$ cat src/rtl/ahb_slave_mem_if.sv
// AHB-Lite bus bundle between a master/interconnect and ahb_slave_mem.
// Carries the address phase, the write data and the slave response.
interface ahb_slave_mem_if;
  logic        hsel;
  logic [1:0]  htrans;
  logic        hwrite;
  logic [31:0] haddr;
  logic [1:0]  hsize;
  logic [2:0]  hburst;
  logic [3:0]  hprot;
  logic [31:0] hwdata;
  logic        hready_in;
  logic        hready_out;
  logic [1:0]  hresp;
  logic [31:0] hrdata;

  modport master (
    output hsel, htrans, hwrite, haddr, hsize, hburst, hprot, hwdata, hready_in,
    input  hready_out, hresp, hrdata
  );

  modport slave (
    input  hsel, htrans, hwrite, haddr, hsize, hburst, hprot, hwdata, hready_in,
    output hready_out, hresp, hrdata
  );
endinterface

$ cat src/rtl/ahb_slave_mem.sv
// AHB-Lite slave backed by a DEPTH x 32-bit register array with WAIT wait states per OKAY data phase.
// Misaligned, oversized or out-of-range transfers get a two-cycle ERROR response and never touch the array.
module ahb_slave_mem #(
  parameter int DEPTH = 64,
  parameter int WAIT  = 1
) (
  input  logic           hclk,
  input  logic           hrest,
  ahb_slave_mem_if.slave bus
);

  localparam int         AW        = $clog2(DEPTH);
  localparam logic [2:0] WAIT_LOAD = 3'((WAIT > 0) ? (WAIT - 1) : 0);

  typedef enum logic [2:0] {
    IDLE,
    WAITST,
    LAST,
    ERR1,
    ERR2
  } state_t;

  state_t        state;
  state_t        state_nxt;

  logic [AW-1:0] word_q;
  logic [1:0]    lane_q;
  logic [1:0]    size_q;
  logic          write_q;
  logic [2:0]    wait_cnt;
  logic [3:0]    byte_en;
  logic [31:0]   mem [DEPTH];

  logic          accept;
  logic          take;
  logic          addr_err;
  logic          unused_ok;

  assign unused_ok = ^{bus.hburst, bus.hprot};

  assign accept = bus.hsel && bus.htrans[1] && bus.hready_in;
  // Only IDLE and LAST open a new data phase; ERR2 drops the offer so the master can cancel to IDLE.
  assign take   = accept && ((state == IDLE) || (state == LAST));

  // NOTE: every variable written in an always_comb gets a default first, so no path can infer a latch.
  always_comb begin
    addr_err = 1'b0;
    if (bus.haddr[31:2] >= 30'(DEPTH)) addr_err = 1'b1;
    case (bus.hsize)
      2'b01:   if (bus.haddr[0]) addr_err = 1'b1;
      2'b10:   if (bus.haddr[1:0] != 2'b00) addr_err = 1'b1;
      2'b11:   addr_err = 1'b1;
      default: ;
    endcase
  end

  always_comb begin
    byte_en = 4'b0000;
    case (size_q)
      2'b00:   byte_en = 4'b0001 << lane_q;
      2'b01:   byte_en = lane_q[1] ? 4'b1100 : 4'b0011;
      2'b10:   byte_en = 4'b1111;
      default: byte_en = 4'b0000;
    endcase
  end

  // NOTE: sequential state uses non-blocking assignments so every register samples pre-edge values.
  always_ff @(posedge hclk or posedge hrest) begin
    if (hrest) begin
      state <= IDLE;
    end else begin
      state <= state_nxt;
    end
  end

  always_comb begin
    state_nxt      = state;
    bus.hready_out = 1'b1;
    bus.hresp      = 2'b00;
    bus.hrdata     = '0;
    case (state)
      IDLE, LAST: begin
        if (take) begin
          if (addr_err)      state_nxt = ERR1;
          else if (WAIT > 0) state_nxt = WAITST;
          else               state_nxt = LAST;
        end else begin
          state_nxt = IDLE;
        end
        if ((state == LAST) && !write_q) bus.hrdata = mem[word_q];
      end
      WAITST: begin
        bus.hready_out = 1'b0;
        if (wait_cnt == 3'd0) state_nxt = LAST;
      end
      ERR1: begin
        bus.hready_out = 1'b0;
        bus.hresp      = 2'b01;
        state_nxt      = ERR2;
      end
      ERR2: begin
        bus.hresp = 2'b01;
        state_nxt = IDLE;
      end
      default: state_nxt = IDLE;
    endcase
  end

  always_ff @(posedge hclk or posedge hrest) begin
    if (hrest) begin
      word_q   <= '0;
      lane_q   <= 2'b00;
      size_q   <= 2'b00;
      write_q  <= 1'b0;
      wait_cnt <= 3'd0;
    end else if (take) begin
      word_q   <= bus.haddr[AW+1:2];
      lane_q   <= bus.haddr[1:0];
      size_q   <= bus.hsize;
      write_q  <= bus.hwrite;
      wait_cnt <= WAIT_LOAD;
    end else if ((state == WAITST) && (wait_cnt != 3'd0)) begin
      wait_cnt <= wait_cnt - 3'd1;
    end
  end

  // NOTE: the array is reset asynchronously because every word must read zero after hrest;
  // this keeps it in flops rather than a RAM macro.
  always_ff @(posedge hclk or posedge hrest) begin
    if (hrest) begin
      for (int i = 0; i < DEPTH; i++) mem[i] <= '0;
    end else if ((state == LAST) && write_q) begin
      for (int b = 0; b < 4; b++) begin
        if (byte_en[b]) mem[word_q][8*b +: 8] <= bus.hwdata[8*b +: 8];
      end
    end
  end

endmodule

$ cat src/flat_wrapper.sv
// flat-port wrapper written by rule: the top's interface ports become plain ports
module ahb_slave_mem_flat 
#(
  parameter int DEPTH = 64,
  parameter int WAIT  = 1
)
  (hclk, hrest, bus_hsel, bus_htrans, bus_hwrite, bus_haddr, bus_hsize, bus_hburst, bus_hprot, bus_hwdata, bus_hready_in, bus_hready_out, bus_hresp, bus_hrdata);
  ahb_slave_mem_if bus_i ();
  input  logic hclk;
  input  logic hrest;
  input wire logic [$bits(bus_i.hsel)-1:0] bus_hsel;
  input wire logic [$bits(bus_i.htrans)-1:0] bus_htrans;
  input wire logic [$bits(bus_i.hwrite)-1:0] bus_hwrite;
  input wire logic [$bits(bus_i.haddr)-1:0] bus_haddr;
  input wire logic [$bits(bus_i.hsize)-1:0] bus_hsize;
  input wire logic [$bits(bus_i.hburst)-1:0] bus_hburst;
  input wire logic [$bits(bus_i.hprot)-1:0] bus_hprot;
  input wire logic [$bits(bus_i.hwdata)-1:0] bus_hwdata;
  input wire logic [$bits(bus_i.hready_in)-1:0] bus_hready_in;
  output wire logic [$bits(bus_i.hready_out)-1:0] bus_hready_out;
  output wire logic [$bits(bus_i.hresp)-1:0] bus_hresp;
  output wire logic [$bits(bus_i.hrdata)-1:0] bus_hrdata;
  assign bus_i.hsel = bus_hsel;
  assign bus_i.htrans = bus_htrans;
  assign bus_i.hwrite = bus_hwrite;
  assign bus_i.haddr = bus_haddr;
  assign bus_i.hsize = bus_hsize;
  assign bus_i.hburst = bus_hburst;
  assign bus_i.hprot = bus_hprot;
  assign bus_i.hwdata = bus_hwdata;
  assign bus_i.hready_in = bus_hready_in;
  assign bus_hready_out = bus_i.hready_out;
  assign bus_hresp = bus_i.hresp;
  assign bus_hrdata = bus_i.hrdata;
  ahb_slave_mem #(.DEPTH(DEPTH), .WAIT(WAIT)) u_core (.hclk(hclk), .hrest(hrest), .bus(bus_i));
endmodule
$ cat config.mk
export PLATFORM = sky130hd
export DESIGN_NAME = ahb_slave_mem_flat
export DESIGN_NICKNAME = d
export VERILOG_FILES = /design/src/rtl/ahb_slave_mem_if.sv /design/src/rtl/ahb_slave_mem.sv /design/src/flat_wrapper.sv
export SDC_FILE = /design/constraint.sdc
export NUM_CORES = 2
export LEC_CHECK = 0
export ABC_AREA = 1
export BUFFER_PORTS_ARGS = -buffer_cell sky130_fd_sc_hd__buf_2
export CAP_MARGIN = 20
export CORE_MARGIN = 1
export CORE_UTILIZATION = 40
export DETAILED_ROUTE_END_ITERATION = 10
export GPL_TIMING_DRIVEN = 1
export SLEW_MARGIN = 10
export SYNTH_ARGS = -nofsm -noshare
export SYNTH_HDL_FRONTEND = slang
export SYNTH_SLANG_ARGS = --single-unit
$ cat constraint.sdc
create_clock -name hclk -period 128.1 [get_ports hclk]
set_input_delay 6.405 -clock hclk [delete_from_list [all_inputs] [get_ports hclk]]
set_output_delay 6.405 -clock hclk [all_outputs]
set_load 0.02 [all_outputs]
After elaboration in Yosys (flattened, before gate mapping)
Index checks and enable logic that the tools add are counted.
{ "word_totals": {"register_bits": 2065, "output_inout_bits": 35, "wordCells": 142, "in_bits": 80} }
{ "op_classes": {"n_reduce_logical": 18, "shift": 1, "bitwise_logic": 1, "mux": 38, "n_addsub": 1, "magnitude_cmp": 3, "n_eq_ne": 10} }
{ "ops": {"columns": ["cell", "count"], "rows": [
  ["2-to-1 mux 2048 bit", 7],
  ["bitwise mux 2048 bit", 4],
  ["demux 32 bit (select 6 bit)", 4],
  ["binary-select mux 32 bit (select 6 bit)", 1],
  ["2-to-1 mux 32 bit", 5],
  ["greater-or-equal comparator 30 x 7 -> 1 bit (second input constant)", 1],
  ["2-to-1 mux 24 bit", 1],
  ["2-to-1 mux 16 bit", 1],
  ["one-hot mux 4 bit (3 select lines)", 1],
  ["2-to-1 mux 3 bit", 3],
  ["one-hot mux 3 bit (3 select lines)", 1],
  ["2-to-1 mux 8 bit", 1],
  ["greater-or-equal comparator 7 bit (second input constant)", 1],
  ["logical AND 1 bit", 7],
  ["< comparator 7 x 1 -> 1 bit (second input constant)", 1],
  ["inverter 6 -> 7 bit", 1],
  ["equality test 2 bit (second input constant)", 3],
  ["equality test 3 x 2 -> 1 bit (second input constant)", 2],
  ["logical NOT 3 bit", 2],
  ["OR reduction 2 bit", 3],
  ["2-to-1 mux 1 bit", 5],
  ["equality test 2 x 1 -> 1 bit (second input constant)", 2],
  ["2-to-1 mux 2 bit", 2],
  ["2-to-1 mux 4 bit", 1],
  ["other kinds (11)", 12]
]} }

Logic depth before layout (Yosys ltp)
{ "depth": {"depth_word": 16, "depth_mapped": 12, "depth_no_buf": 8} }

Worst setup path before layout
OpenSTA, ideal clock, no wires.
{ "synth_timing": {"path_kind": "register -> output", "from": "reg u_core.word_q[0]", "to": "out bus_hrdata[15]", "path_stages_with_launch": 12, "t_arrival_ns": 1.981, "path_slack_ns": 119.714, "required_ns": 121.695, "path_buffers": 4, "cell_sequence": "dfrtp_1 -> buf_2 -> clkinv_1 -> clkbuf_1 -> clkbuf_1 -> clkbuf_1 -> o21ai_0 -> nand2_1 -> o21ai_0 -> nand2_1 -> nor2_1 -> a21oi_1"} }
{ "synth_via": {"elab_chain_len": 6} }
{ "synth_rtl": {"columns": ["element", "line_no", "rtl"], "rows": [
  ["start: declaration", "ahb_slave_mem.sv:26", "logic [AW-1:0] word_q;"],
  ["start signal: assignment", "ahb_slave_mem.sv:117", "word_q <= bus.haddr[AW+1:2];"],
  ["inverter 6 -> 7 bit (implied by the code)", "ahb_slave_mem.sv:90", "if ((state == LAST) && !write_q) bus.hrdata = mem[word_q];"],
  ["binary-select mux 32 bit (select 6 bit)", "ahb_slave_mem.sv:90", null],
  ["2-to-1 mux 32 bit (implied by the code) (2 in series)", "ahb_slave_mem.sv:90", null],
  ["2-to-1 mux 32 bit", "ahb_slave_mem.sv:90", null],
  ["2-to-1 mux 32 bit", "ahb_slave_mem.sv:81", "case (state)"],
  ["end: declaration", "flat_wrapper.sv:22", "output wire logic [$bits(bus_i.hrdata)-1:0] bus_hrdata;"]
]} }
Every way passes these cells. The select of a mux whose other input is x is not followed.

Worst setup path after layout
{ "layout_timing": {"from": "reg u_core.word_q[0]", "to": "out bus_hrdata[28]"} }
Same word-level chain as after synthesis.

==> results.md <==
- Status: finished, final reports clean
- Slew HR: 14.2%
- Number of global-route vias before repair: 74.0k
- Final instance area: 0.108 mm2
- Initial antenna violation count: 26
- Post-synthesis cell type count: 28
- CP max-delay cell: a21oi_1
- Gr usage total: 24.3%
- Final-report setup violation count: 0
- Die height: 498 um
- Drt pass-1 iters: 6
- Maximum vdd drop: 0.0000213 V
- Layout fillers: 24.9k
- Die W: 498 um
- Setup Buffers After CTS: 0
- Worst Hold Class: reg -> reg
- Hold Violations, Final: 0
- Synthesized cell area: 0.0986 mm2
- Yosys warnings: 0
- Crit path buf inv count: 5
- Placed Instances: 15.8k
- Fin nets: 12.9k
- Htree depth: 4
- Setup ws final: 115.48 ns
- Seq/Total Area, Yosys: 52.4%
- TNS Setup: 0 ns
- Worst Path Arrival: 6.22 ns
- # port buffers: 105
- Clock-pin transition on the worst setup and hold timing paths: 0.06 ns
- WL/cell: 18.8 um
- Clk sinks: 2,065
- Num ports: 115
- Startpoint Class: flip-flop
- Layout Skew: 0.0336 ns
- Switching Fraction: 37.9%
- Detail Route Antenna Nets: 0
- Overflow after GRT: 0
- CTS tree: yes
- Final WL: 304,000 um
- Clock power frac: 31.0%
- Placement Cell Area: 0.101 mm2
- Power Dens Cells: 19.1 mW/mm2
- Final GP Congestion: 0.838
- Via density: 5.04
- Register share of total power: 38.5%
- Longest Clk Path Bufs: 3
- Cts bufs inserted: 215
- CTS root buffer: clkbuf_16
- DR iter-0 viols: 8,568
- Worst Tran Pin Value: 1.29 ns
- CP max FO: 155
- Crit path max-delay family: buffers and inverters
- Share of layout cells above drive strength 1: 6.85%
- Leak Pwr: 63.4 nW
- Main flop type after synthesis: dfrtp_1
- Layout Cells excl Fill: 16.2k
- Drt drc: 0
- Worst Setup Path Type: reg -> out
- CP Data Required Time: 121.69 ns
- Minimum clock period: 12.62 ns
- Post-cts gate resize count: 0
- Initial core utilization: 40.4%
- Critical path cell sequence: buf_4 > buf_12 > buf_12 > buf_4 > or2_2 > nand3_1 > nand2_1 > o21ai_0 > nand2_1 > nor2_1 > a21oi_1 > buf_2
- RSZ-0062 raised after global routing: false
- Synthesized Nets: 13.2k
- Die Area: 0.248 mm2
- Util after Layout: 44.4%
- First-pass GRT wire length: 466,000 um
- Fraction of registers with async set/reset: 100%
- DP Wirelength: 181,000 um
- Post-synthesis register bit count: 2,065
- Cts hold-fix bufs: 0
- Rows: 181
- Overall power: 2.07 mW
- Core box area: 0.244 mm2
- Switching power total: 0.783 mW
- Syn avg cell area: 7.51 um2
- Combinational fraction of design power: 30.6%
- WHS: 0.474 ns
- Layout area overhead: 9.94%
- Maximum clock rate: 79.2 MHz
- Via Count: 81.5k
- CP peak stage delay: 0.92 ns
- Slew Viols, Final: 0
- Post-Synthesis Cells: 13.1k
- Worst Setup End Kind: output port
- MaxCap Viol Count: 0
- Tcrit/Tclk final: 9.85%
- Latest clock arrival within the worst-skew pair: 0.87 ns
- Number of synthesized flops with an enable pin: 0
- Largest net degree at the start of global routing: 156
- Cell internal pwr: 1.28 mW
- Pre-CTS setup slack: 116.38 ns
==> layout by cell type, fill, tap and decap left out, types with 54 or more instances in the layout <==
| cell | Yosys | routed |
|---|---|---|
| nand3_1 | 869 | 869 |
| nand2_1 | 4610 | 4609 |
| nor2_1 | 346 | 327 |
| clkbuf_1 | 636 | 68 |
| clkbuf_8 | 0 | 54 |
| o21ai_0 | 2380 | 2380 |
| inv_1 | 1626 | 1625 |
| or2_2 | 225 | 225 |
| o211ai_1 | 64 | 64 |
| buf_4 | 3 | 156 |
| buf_2 | 142 | 105 |
| dfrtp_1 | 2065 | 2064 |
| clkbuf_16 | 0 | 221 |
==> worst register-to-register path: stages (launching register included) <==
cell and delay, ns:
dfrtp_1 0.53, inv_1 0.14, nor2_4 0.09, buf_4 0.69, buf_12 0.60, nand2_1 0.46, nor2_2 1.07, nand2_1 0.70
o21ai_0 0.35
==> final cells by class <==
type	count	area (um2)	area share, %
diodes	14	35.0	0.0323
clock buffers	343	6530	6.02
clock inverters	44	614	0.567
inverters	1661	6250	5.77
multi-input cells	8556	37300	34.4
flip-flops and latches	2065	51700	47.7
well taps	3202	4010	3.70
repair buffers	275	1980	1.83
==> routing by layer <==
metal / vias up / part of all wire, % / GRT usage (%)
li1: 40000 / - / -
met1: 38800 / 46 / 34.7
met2: 2216 / 44 / 36.7
met3: 496 / 6.9 / 4.47
met4: 16 / 3.7 / 8.81
met5: - / 0.059 / 0
==> registers in the layout, summed over array words and instances (netlist names) <==
| register | count |
|---|---|
| u_core.state | 3 |
| u_core.mem | 2048 |
| u_core.lane_q | 2 |
| u_core.write_q | 1 |
| u_core.word_q | 6 |
| u_core.size_q | 2 |
| u_core.wait_cnt | 3 |
==> power groups by stage <==
stage	Clock, mW	Sequential [mW]	Combinational, mW
after floorplan	0	0.799	0.406
after global placement	0	0.803	0.625
after detailed placement	0	0.804	0.630
after CTS	0.651	0.794	0.632
after global routing	0.677	0.806	0.700
final	0.640	0.795	0.632
==> cells by family (layout without fill, tap and decap cells) <==
group           after synthesis  in the layout  share of synthesized area [%]
buf+inv                    2501           2323                           9.90
other cells                   1             15                        0.00380
compound gates             2485           2485                           12.8
flops                      2065           2065                           52.4
fa+ha+maj                     5              5                         0.0635
simple gates               6065           6065                           24.8
==> cell usage after synthesis, types with 34 or more instances <==
cell type     n  area, um2
a21oi_1      35        175
buf_1        35        131
buf_2       142        711
clkbuf_1    636       2390
clkinv_1     34        128
dfrtp_1    2065      51700
inv_1      1626       6100
nand2_1    4610      17300
nand3_1     869       4350
nor2_1      346       1300
o211ai_1     64        480
o21ai_0    2380      11900
or2_2       225       1410
==> final timing paths <==
path	startpoint	endpoint	depth (start not counted)	slack, ns
worst max-delay path	u_core.word_q[0]	bus_hrdata[28]	12	115.48
worst min-delay path	u_core.mem[1185]	u_core.mem[1185]	2	0.47
worst max register to register	u_core.word_q[2]	u_core.mem[1391]	8	123.37
worst min register to register	u_core.mem[1185]	u_core.mem[1185]	2	0.47
max in group asynchronous	hrest	u_core.mem[597]	7	117.81
min in group asynchronous	hrest	u_core.mem[1349]	2	5.65
No activity file was read; power rests on OpenSTA's default activity.
